## config.mk

```make
export PLATFORM = sky130hd
export DESIGN_NAME = al_retire_ctrl_flat
export DESIGN_NICKNAME = d
export VERILOG_FILES = /design/src/rtl/al_retire_ctrl_pkg.sv /design/src/rtl/al_retire_ctrl_if.sv /design/src/rtl/al_commit_prefix.sv /design/src/rtl/al_retire_ctrl.sv /design/src/flat_wrapper.sv
export SDC_FILE = /design/constraint.sdc
export NUM_CORES = 1
export LEC_CHECK = 0
export ABC_CLOCK_PERIOD_IN_PS = 5400
export CAP_MARGIN = 20
export CORE_ASPECT_RATIO = 1.75
export CORE_MARGIN = 2
export CORE_UTILIZATION = 45
export CTS_CLUSTER_SIZE = 28
export DETAILED_ROUTE_END_ITERATION = 10
export PLACE_DENSITY_LB_ADDON = 0.08
export SYNTH_ARGS = -nofsm -noshare
export SYNTH_HDL_FRONTEND = slang
export SYNTH_SLANG_ARGS = --single-unit
```

## constraint.sdc

```tcl
create_clock -name clk -period 5.4 [get_ports clk]
set_input_delay 0.54 -clock clk [delete_from_list [all_inputs] [get_ports clk]]
set_output_delay 0.54 -clock clk [all_outputs]
set_load 0.01 [all_outputs]
```

## src/rtl/al_retire_ctrl_pkg.sv

```systemverilog
// al_retire_ctrl_pkg: shared FSM state, sizes and derived widths for the active-list retire controller
package al_retire_ctrl_pkg;
  localparam int AL_DEPTH = 16;
  localparam int AL_INDEX = 4;
  localparam int AL_CW = 4;
  localparam int AL_DW = 4;
  localparam int AL_CNTW = 3;
  typedef enum logic [1:0] {INIT, RUN, FLUSH} state_e;
  typedef logic [AL_INDEX-1:0] al_idx_t;
  typedef logic [AL_INDEX:0] al_cnt_t;
  typedef logic [AL_CNTW-1:0] al_lane_cnt_t;
endpackage

```

## src/rtl/al_retire_ctrl_if.sv

```systemverilog
// al_retire_ctrl_if: commit/dispatch bus between the pipeline, the ready-bit RAM and the retire controller
interface al_retire_ctrl_if import al_retire_ctrl_pkg::*; #(
  parameter int INDEX = AL_INDEX,
  parameter int CW = AL_CW,
  parameter int CNTW = AL_CNTW
);
  logic ramReady_i;
  logic flush_i;
  logic stall_i;
  logic [CW-1:0] commitLaneActive_i;
  logic [CNTW-1:0] dispCnt_i;
  logic [CW-1:0] rdyBits_i;
  logic [CW-1:0][INDEX-1:0] rdAddr_o;
  logic [INDEX-1:0] alHead_o;
  logic [INDEX-1:0] alTail_o;
  logic [INDEX:0] alCount_o;
  logic alFull_o;
  logic alEmpty_o;
  logic [CW-1:0] commitVec_o;
  logic [CNTW-1:0] commitCnt_o;
  logic [CW-1:0] clrWe_o;
  logic [CW-1:0][INDEX-1:0] clrAddr_o;
  logic ovfErr_o;
  modport master (
    output ramReady_i, flush_i, stall_i, commitLaneActive_i, dispCnt_i, rdyBits_i,
    input rdAddr_o, alHead_o, alTail_o, alCount_o, alFull_o, alEmpty_o,
    input commitVec_o, commitCnt_o, clrWe_o, clrAddr_o, ovfErr_o
  );
  modport slave (
    input ramReady_i, flush_i, stall_i, commitLaneActive_i, dispCnt_i, rdyBits_i,
    output rdAddr_o, alHead_o, alTail_o, alCount_o, alFull_o, alEmpty_o,
    output commitVec_o, commitCnt_o, clrWe_o, clrAddr_o, ovfErr_o
  );
endinterface

```

## src/rtl/al_commit_prefix.sv

```systemverilog
// al_commit_prefix: keeps the leading run of ones from lane 0 and counts it
module al_commit_prefix #(
  parameter int CW = 4,
  parameter int CNTW = 3
) (
  input  logic [CW-1:0]   mask_i,
  output logic [CW-1:0]   vec_o,
  output logic [CNTW-1:0] cnt_o
);
  logic run;
  always_comb begin
    vec_o = '0;
    cnt_o = '0;
    run = 1'b1;
    for (int i = 0; i < CW; i++) begin
      run = run & mask_i[i];
      vec_o[i] = run;
      cnt_o = cnt_o + CNTW'(run);
    end
  end
endmodule

```

## src/rtl/al_retire_ctrl.sv

```systemverilog
// al_retire_ctrl: active-list head/tail/count tracking with in-order multi-lane commit
// Drives the commit-side ports of an external ready-bit RAM; holds no ready bits itself.
module al_retire_ctrl import al_retire_ctrl_pkg::*; #(
  parameter int DEPTH = AL_DEPTH,
  parameter int INDEX = AL_INDEX,
  parameter int CW = AL_CW,
  parameter int DW = AL_DW,
  parameter int CNTW = AL_CNTW
) (
  input logic clk,
  input logic reset,
  al_retire_ctrl_if.slave al
);
  state_e state_q, state_d;
  logic [INDEX-1:0] head_q, head_d, tail_q, tail_d;
  logic [INDEX:0] count_q, count_d, free;
  logic ovf_q, ovf_d, run, commit_en, disp_ovf;
  logic [CW-1:0] cand, vec;
  logic [CNTW-1:0] cnt;
  logic [CW-1:0][INDEX-1:0] rd_addr;

  // Lanes past the occupied count are masked so stale ready bits never retire
  always_comb begin
    run = state_q == RUN;
    commit_en = run && !al.stall_i && !al.flush_i;
    free = (INDEX+1)'(DEPTH) - count_q;
    for (int i = 0; i < CW; i++) begin
      rd_addr[i] = head_q + INDEX'(i);
      cand[i] = commit_en && ((INDEX+1)'(i) < count_q) && al.commitLaneActive_i[i] && al.rdyBits_i[i];
    end
  end

  al_commit_prefix #(.CW(CW), .CNTW(CNTW)) u_prefix (
    .mask_i(cand),
    .vec_o (vec),
    .cnt_o (cnt)
  );

  always_comb begin
    disp_ovf = run && !al.flush_i && (int'(al.dispCnt_i) > int'(free));
    state_d = run ? (al.flush_i ? FLUSH : RUN) : (al.ramReady_i ? RUN : INIT);
    ovf_d = ovf_q | disp_ovf;
    head_d = run ? (al.flush_i ? '0 : head_q + INDEX'(cnt)) : head_q;
    tail_d = tail_q;
    count_d = count_q;
    if (run && al.flush_i) begin
      tail_d = '0;
      count_d = '0;
    end else if (run && !disp_ovf) begin
      tail_d = tail_q + INDEX'(al.dispCnt_i);
      count_d = count_q + (INDEX+1)'(al.dispCnt_i) - (INDEX+1)'(cnt);
    end
  end

  always_ff @(posedge clk or negedge reset) begin
    if (!reset) begin
      state_q <= INIT;
      head_q <= '0;
      tail_q <= '0;
      count_q <= '0;
      ovf_q <= 1'b0;
    end else begin
      state_q <= state_d;
      head_q <= head_d;
      tail_q <= tail_d;
      count_q <= count_d;
      ovf_q <= ovf_d;
    end
  end

  assign al.rdAddr_o = rd_addr;
  assign al.clrAddr_o = rd_addr;
  assign al.commitVec_o = vec;
  assign al.clrWe_o = vec;
  assign al.commitCnt_o = cnt;
  assign al.alHead_o = head_q;
  assign al.alTail_o = tail_q;
  assign al.alCount_o = count_q;
  assign al.alFull_o = int'(free) < DW;
  assign al.alEmpty_o = count_q == '0;
  assign al.ovfErr_o = ovf_q;
endmodule
```

## src/flat_wrapper.sv

```systemverilog
// flat-port wrapper written by rule: the top's interface ports become plain ports
module al_retire_ctrl_flat import al_retire_ctrl_pkg::*;
#(
  parameter int DEPTH = AL_DEPTH,
  parameter int INDEX = AL_INDEX,
  parameter int CW = AL_CW,
  parameter int DW = AL_DW,
  parameter int CNTW = AL_CNTW
)
  (clk, reset, al_ramReady_i, al_flush_i, al_stall_i, al_commitLaneActive_i, al_dispCnt_i, al_rdyBits_i, al_rdAddr_o, al_alHead_o, al_alTail_o, al_alCount_o, al_alFull_o, al_alEmpty_o, al_commitVec_o, al_commitCnt_o, al_clrWe_o, al_clrAddr_o, al_ovfErr_o);
  al_retire_ctrl_if #(.INDEX(INDEX), .CW(CW), .CNTW(CNTW)) al_i ();
  input logic clk;
  input logic reset;
  input wire logic [$bits(al_i.ramReady_i)-1:0] al_ramReady_i;
  input wire logic [$bits(al_i.flush_i)-1:0] al_flush_i;
  input wire logic [$bits(al_i.stall_i)-1:0] al_stall_i;
  input wire logic [$bits(al_i.commitLaneActive_i)-1:0] al_commitLaneActive_i;
  input wire logic [$bits(al_i.dispCnt_i)-1:0] al_dispCnt_i;
  input wire logic [$bits(al_i.rdyBits_i)-1:0] al_rdyBits_i;
  output wire logic [$bits(al_i.rdAddr_o)-1:0] al_rdAddr_o;
  output wire logic [$bits(al_i.alHead_o)-1:0] al_alHead_o;
  output wire logic [$bits(al_i.alTail_o)-1:0] al_alTail_o;
  output wire logic [$bits(al_i.alCount_o)-1:0] al_alCount_o;
  output wire logic [$bits(al_i.alFull_o)-1:0] al_alFull_o;
  output wire logic [$bits(al_i.alEmpty_o)-1:0] al_alEmpty_o;
  output wire logic [$bits(al_i.commitVec_o)-1:0] al_commitVec_o;
  output wire logic [$bits(al_i.commitCnt_o)-1:0] al_commitCnt_o;
  output wire logic [$bits(al_i.clrWe_o)-1:0] al_clrWe_o;
  output wire logic [$bits(al_i.clrAddr_o)-1:0] al_clrAddr_o;
  output wire logic [$bits(al_i.ovfErr_o)-1:0] al_ovfErr_o;
  assign al_i.ramReady_i = al_ramReady_i;
  assign al_i.flush_i = al_flush_i;
  assign al_i.stall_i = al_stall_i;
  assign al_i.commitLaneActive_i = al_commitLaneActive_i;
  assign al_i.dispCnt_i = al_dispCnt_i;
  assign al_i.rdyBits_i = al_rdyBits_i;
  assign al_rdAddr_o = al_i.rdAddr_o;
  assign al_alHead_o = al_i.alHead_o;
  assign al_alTail_o = al_i.alTail_o;
  assign al_alCount_o = al_i.alCount_o;
  assign al_alFull_o = al_i.alFull_o;
  assign al_alEmpty_o = al_i.alEmpty_o;
  assign al_commitVec_o = al_i.commitVec_o;
  assign al_commitCnt_o = al_i.commitCnt_o;
  assign al_clrWe_o = al_i.clrWe_o;
  assign al_clrAddr_o = al_i.clrAddr_o;
  assign al_ovfErr_o = al_i.ovfErr_o;
  al_retire_ctrl #(.DEPTH(DEPTH), .INDEX(INDEX), .CW(CW), .DW(DW), .CNTW(CNTW)) u_core (.clk(clk), .reset(reset), .al(al_i));
endmodule
```

**After elaboration in Yosys (flattened, before gate mapping)**

Index checks and enable logic that the tools add are counted.

- Register bits: 16
- Input bits: 16
- Output and inout port bits: 59
- Logic and storage cells: 58

- Add/subtract/negate cells: 11
- Magnitude comparators: 6
- Equality and inequality tests: 1
- Multiplexer cells: 8
- Bitwise operators: 4
- Reduce and logical (&&, ||, !) cells: 23

Operator list:

| kind | number |
|---|---|
| 1-bit logical AND | 18 |
| 4-bit two-way mux | 3 |
| 1-bit by 5-bit < comparator with 1-bit output (first input constant) | 2 |
| 2-bit by 5-bit < comparator with 1-bit output (first input constant) | 2 |
| 5-bit two-way mux | 2 |
| 4-bit by 2-bit adder with 4-bit output (second input constant) | 2 |
| 4-bit by 3-bit adder with 4-bit output | 2 |
| 5-bit by 3-bit adder with 5-bit output | 1 |
| 3-bit by 5-bit greater-than comparator with 1-bit output | 1 |
| 5-bit zero test | 1 |
| 5-bit by 3-bit < comparator with 1-bit output (second input constant) | 1 |
| 5-bit by 3-bit subtractor with 5-bit output | 1 |
| 5-bit subtractor (first input constant) | 1 |
| 4-bit by 1-bit adder with 4-bit output (second input constant) | 1 |
| 2-bit two-way mux | 2 |
| 2-bit by 1-bit adder with 3-bit output | 1 |
| 3-bit by 1-bit adder with 3-bit output | 1 |
| 1-bit AND | 3 |
| 1-bit zero test | 3 |
| 1-bit by 1-bit adder with 2-bit output | 1 |
| 2-bit by 1-bit equality test with 1-bit output (second input constant) | 1 |
| 2-bit nonzero test | 1 |
| 1-bit two-way mux | 1 |
| 1-bit bitwise OR | 1 |

**Depth between registers and ports, before layout**

- Depth in word-level cells: 13
- Mapped depth: 15
- Depth with buffers taken out: 15

**Hierarchy**

A second synthesis with hierarchy kept.

- Cell total of the unflattened synthesis: 189
- Area, all modules: 1770.4 sq um

By module, submodules not included:

| module | times used | cells an instance | area an instance (sq um) | seq. area each (sq um) |
|---|---|---|---|---|
| al_retire_ctrl | 1 | 181 | 1686.6 | 400.4 |
| al_commit_prefix | 1 | 8 | 83.8 | 0.0 |

**Worst setup path after synthesis**

OpenSTA, ideal clock, no wires.

- Path type: flip-flop to flip-flop
- Start: register u_core.count_q[3], in the netlist u_core.al.alCount_o[3]
- End: register u_core.count_q[4], in the netlist u_core.al.alCount_o[4]
- Setup time: 121 ps
- Data arrival time: 3721 ps
- Data required time: 5279 ps
- Setup slack: 1558 ps
- Cell stages (with the launch flop): 16
- Path buffers: 0
- Period minus slack after synthesis: 3842 ps
- Path through: dfrtp_1 > inv_1 > ha_1 > and2b_2 > a21oi_1 > nand2_1 > nor4_1 > ha_1 > ha_1 > inv_1 > fa_1 > fa_1 > a21o_1 > a21oi_1 > xor2_1 > a22o_1

- Longest elaborated chain between the ends: 11
- Elaborated cells between the ends (all ways): 32
- Those cells by class: add/sub (6); order compare (5); mux (2); bitwise (3); reduce/logical (16)

Ends and longest elaborated chain:

| item | RTL line | text |
|---|---|---|
| start: declaration | al_retire_ctrl.sv:16 | `logic [INDEX:0] count_q, count_d, free;` |
| start signal: assignment | al_retire_ctrl.sv:66 | `count_q <= count_d;` |
| 1-bit by 5-bit < comparator with 1-bit output | al_retire_ctrl.sv:29 | `cand[i] = commit_en && ((INDEX+1)'(i) < count_q) && al.commitLaneActive_i[i] && al.rdyBits_i[i];` |
| 1-bit logical AND (3 in series) | al_retire_ctrl.sv:29 |  |
| 1-bit AND (2 in series) | al_commit_prefix.sv:16 | `run = run & mask_i[i];` |
| 1-bit AND * | al_commit_prefix.sv:16 |  |
| net u_core.u_prefix.run | al_commit_prefix.sv:10 | `logic run;` |
| 3-bit by 1-bit adder with 3-bit output * | al_commit_prefix.sv:18 | `cnt_o = cnt_o + CNTW'(run);` |
| net al_commitCnt_o[1] | flat_wrapper.sv:27 | `output wire logic [$bits(al_i.commitCnt_o)-1:0] al_commitCnt_o;` |
| 5-bit by 3-bit subtractor with 5-bit output * | al_retire_ctrl.sv:51 | `count_d = count_q + (INDEX+1)'(al.dispCnt_i) - (INDEX+1)'(cnt);` |
| 5-bit two-way mux * | al_retire_ctrl.sv:49 | `end else if (run && !disp_ovf) begin` |
| 5-bit two-way mux * | al_retire_ctrl.sv:46 | `if (run && al.flush_i) begin` |

The timed path passes the listed nets; every way through them passes the cells marked *. The select of a mux whose other input is x is not followed.
A chain may end at the register's enable or synchronous reset.

**Worst setup path in the final report**

- Start: input port al_flush_i
- End: register u_core.count_q[4], in the netlist u_core.al.alCount_o[4]

- Longest elaborated chain between the ends: 12
- Elaborated cells between the ends (all ways): 29
- Those cells by class: add/sub (4); mux (2); bitwise (3); reduce/logical (20)

Ends and longest elaborated chain:

| item | RTL line | text |
|---|---|---|
| start: declaration | flat_wrapper.sv:15 | `input wire logic [$bits(al_i.flush_i)-1:0] al_flush_i;` |
| 1-bit zero test | al_retire_ctrl.sv:25, al_retire_ctrl.sv:40 |  |
| 1-bit logical AND | al_retire_ctrl.sv:25 | `commit_en = run && !al.stall_i && !al.flush_i;` |
| 1-bit logical AND (3 in series) | al_retire_ctrl.sv:29 |  |
| 1-bit AND | al_commit_prefix.sv:16 |  |
| 1-bit by 1-bit adder with 2-bit output or 1-bit AND (tied branches) | al_commit_prefix.sv:18, al_commit_prefix.sv:16 |  |
| 2-bit by 1-bit adder with 3-bit output or 1-bit AND (tied branches) | al_commit_prefix.sv:18, al_commit_prefix.sv:16 |  |
| 3-bit by 1-bit adder with 3-bit output | al_commit_prefix.sv:18 |  |
| 5-bit by 3-bit subtractor with 5-bit output | al_retire_ctrl.sv:51 |  |
| 5-bit two-way mux | al_retire_ctrl.sv:49 |  |
| 5-bit two-way mux | al_retire_ctrl.sv:46 |  |

Parallel ways exist; a longest one is shown, timed or not. The select of a mux whose other input is x is not followed.

==> flow_summary_export.csv <==
group,metric,value,unit
global_routing,overflow,0,
clock_tree,clockBufferDepth,2,
global_routing,antenna_found_initial,0,
logic_synthesis,ys_warn_count,0,
power,ir_drop,0.000368,V
floorplanning,core-area,3430,sq um
clock_tree,clkSlewWorstSetupHoldPaths,0.07,ns
worst_setup_path,cp_top_family,"adder cells",
min_path,hold_path_class,"reg -> reg",
sta,report.final.slew_viol_count,0,
sta,slew-limit-headroom,0.481,
floorplanning,std_cell_rows,28,
power,p_leak,1.07,nW
logic_synthesis,muxShareOfSynthArea,0,
logic_synthesis,netlist_instances,174,
floorplanning,dieWidth,49.4,microns
logic_synthesis,synthArstFlopShare,1.00,
clock_tree,clock-root-buffer,"clkbuf_8",
logic_synthesis,synth_top_family_by_area,"adder cells",
sta,setup_slack,1.14,ns
logic_synthesis,synth_most_common_cell,"buf_4",
global_routing,grtUsageTotal,0.202,
worst_setup_path,r2r_slack,1.25,ns
clock_tree,cts_resized,0,
logic_synthesis,synthFlopType,"dfrtp_1",
logic_synthesis,syn_nets,218,
sta,tightest_slew,0.777,ns
clock_tree,holdBufCountCts,0,
logic_synthesis,synth_xor_area_frac,0.0700,
worst_setup_path,slowest_delay,0.58,ns
floorplanning,die-area,4130,sq um
logic_synthesis,synth_cell_types,35,
floorplanning,die_h,83.5,microns
sta,fin_tns_setup,0,ns
logic_synthesis,seq_area_frac_synth,0.246,
worst_setup_path,worstPathArrival,4.39,ns
detailed_routing,wl_met2,2270,microns
clock_tree,clkLatencyLatePin,0.25,ns
sta,timing.fmax,0.235,GHz
placed_design,dp_hpwl,3360,microns
worst_setup_path,cp_num_buf_inv,2,
sta,skew,0.00312,ns
cells_and_area,fin_cells,269,
detailed_routing,firstDrtPassIters,4,
sta,hold_viol,0,
power,p_per_area,372,nW/um^2
placed_design,gp_congestion,0.874,
clock_tree,cts_num_sinks,16,
logic_synthesis,synth_area,1630,sq um
run,max-cap-violations,0,
clock_tree,tritoncts,"done",
detailed_routing,drt-initial-drc-count,23,
worst_setup_path,cp_slowest_cell,"clkdlybuf4s50_1",
cells_and_area,fillerInstances,324,
worst_setup_path,start_kind,"input pin",
worst_setup_path,worstPathMaxFanout,9,
logic_synthesis,synth_area_leaders,"dfrtp_1 (25%), ha_1 (18%), buf_4 (13%)",
global_routing,grt_pass1_wl,6630,microns
detailed_routing,drt-total-wl,3990,microns
detailed_routing,highest_layer,"met4",
cells_and_area,area_growth,39.5,%
cells_and_area,drive_gt1_frac,0.0357,
worst_setup_path,worstPathRequired,5.54,ns
sta,rsz0062_at_grt,"no",
status,status,"finished, final reports clean",
sta,post-route-period-util,0.788,
placed_design,preCtsSetupSlack,0.882,ns
cells_and_area,final_area,2270,sq um
worst_setup_path,critical_path_class,"in -> reg",
sta,period_needed,4.26,ns
worst_setup_path,cp_cell_sequence,"clkdlybuf4s50_1 -> nor4_1 -> nand2_1 -> nor4_1 -> ha_1 -> ha_1 -> inv_1 -> fa_1 -> fa_1 -> a21o_1 -> a21oi_1 -> xor2_1 -> a22o_1",
logic_synthesis,synth_compound_area_frac,0.162,
cells_and_area,nets,269,
global_routing,grt_pass1_vias,1407,
cells_and_area,antenna_cells,0,
floorplanning,initial_core_util,0.474,
detailed_routing,vias,1378,
logic_synthesis,ys_ff_latch,16,
placed_design,io_buffer_count,74,
detailed_routing,wl_met1,1400,microns
logic_synthesis,synthTopCellsByCount,"buf_4 (28), ha_1 (23), inv_1 (22)",
placed_design,placed_cells,265,
placed_design,post_dp_cell_area,2210,sq um
logic_synthesis,synth-edff-count,0,
detailed_routing,routedWlPerCell,14.8,microns
detailed_routing,vias_per_cell,5.12,
logic_synthesis,synth_fa_ha_area_frac,0.238,
clock_tree,htreeDepth,1,
clock_tree,cts_buffers,3,
logic_synthesis,synth_simple_gate_area_frac,0.103,
logic_synthesis,yosys.area.top_type_share,0.246,
detailed_routing,drc,0,
detailed_routing,ant_nets,0,
logic_synthesis,synth_largest_area_cell,"dfrtp_1",
logic_synthesis,syn_area_per_cell,9.35,sq um
worst_setup_path,end_kind,"flip-flop",
floorplanning,pin_count,75,
detailed_routing,met3_length,221,microns
sta,setup_viol,0,
power,total_power,845,uW
clock_tree,postCtsSetupBuffers,0,
global_routing,grt_max_degree,17,
==> worst paths after layout <==
| kind | to | depth (start not counted) | start |
|---|---|---|---|
| worst max-delay path | u_core.al.alCount_o[4] | 13 | al_flush_i |
| worst min-delay path | u_core.al.ovfErr_o | 2 | u_core.al.ovfErr_o |
| worst max register to register | u_core.al.alCount_o[4] | 15 | u_core.al.alCount_o[3] |
| worst min register to register | u_core.al.ovfErr_o | 2 | u_core.al.ovfErr_o |
| max in group asynchronous | u_core.al.alHead_o[0] | 1 | reset |
| min in group asynchronous | u_core.al.alCount_o[4] | 1 | reset |
==> per-layer routing <==
metal / global-route usage / vias to the layer above
met5: 0 / -
met4: 0.0657 / 0
met3: 0.0323 / 10
met2: 0.388 / 56
met1: 0.215 / 648
li1: - / 664
==> cell families after synthesis <==
kind of cell / count (synthesis)
buffers and inverters: 50
AO/OA/AOI/OAI: 35
AND/OR/NAND/NOR: 32
adder cells (fa/ha/maj): 28
flip-flops: 16
XOR/XNOR: 13
==> registers in the layout, indices dropped and copies added, names as in the netlist <==
name                 cells
u_core.state_q           2
u_core.al.alHead_o       4
u_core.al.ovfErr_o       1
u_core.al.alTail_o       4
u_core.al.alCount_o      5
==> stage by stage <==
stage                     utilization  hold slack [ns]
after floorplan                     -            0.244
final                           0.661            0.470
after global placement          0.645            0.454
after detailed placement        0.645            0.461
after global routing            0.661            0.511
after CTS                       0.661            0.477
==> layout by cell type (no fill, tap or decap), types with 4 or more instances in the layout <==
master | synthesis | final
inv_1 | 22 | 22
nor2_1 | 4 | 4
o21ai_0 | 5 | 5
a22o_1 | 8 | 8
xor2_1 | 7 | 7
ha_1 | 23 | 23
fa_1 | 5 | 5
xnor2_1 | 6 | 6
nand2_1 | 13 | 13
clkdlybuf4s50_1 | 0 | 74
a21o_1 | 6 | 6
a21oi_1 | 5 | 5
dfrtp_1 | 16 | 16
clkbuf_8 | 0 | 4
==> layout make-up <==
type,count,area (sq um),share of cell area
Timing Repair Buffer,74,741,0.327
Sequential cell,16,400,0.177
Tap cell,45,56.3,0.0248
Clock buffer,4,55.1,0.0243
Inverter,22,82.6,0.0364
Multi-Input combinational cell,108,933,0.411
==> tightest hold or removal path: stages (launching register included) <==
cell	delay (ns)
dfrtp_1	0.34
inv_1	0.04
o31ai_1	0.06
==> report_power, final <==
part	leakage (nW)	internal [mW]	switching, mW
clock network	0.0288	0.0646	0.0438
logic	0.831	0.271	0.266
registers	0.207	0.151	0.0479
total	1.07	0.488	0.357
(Power assumes the default switching activity.)
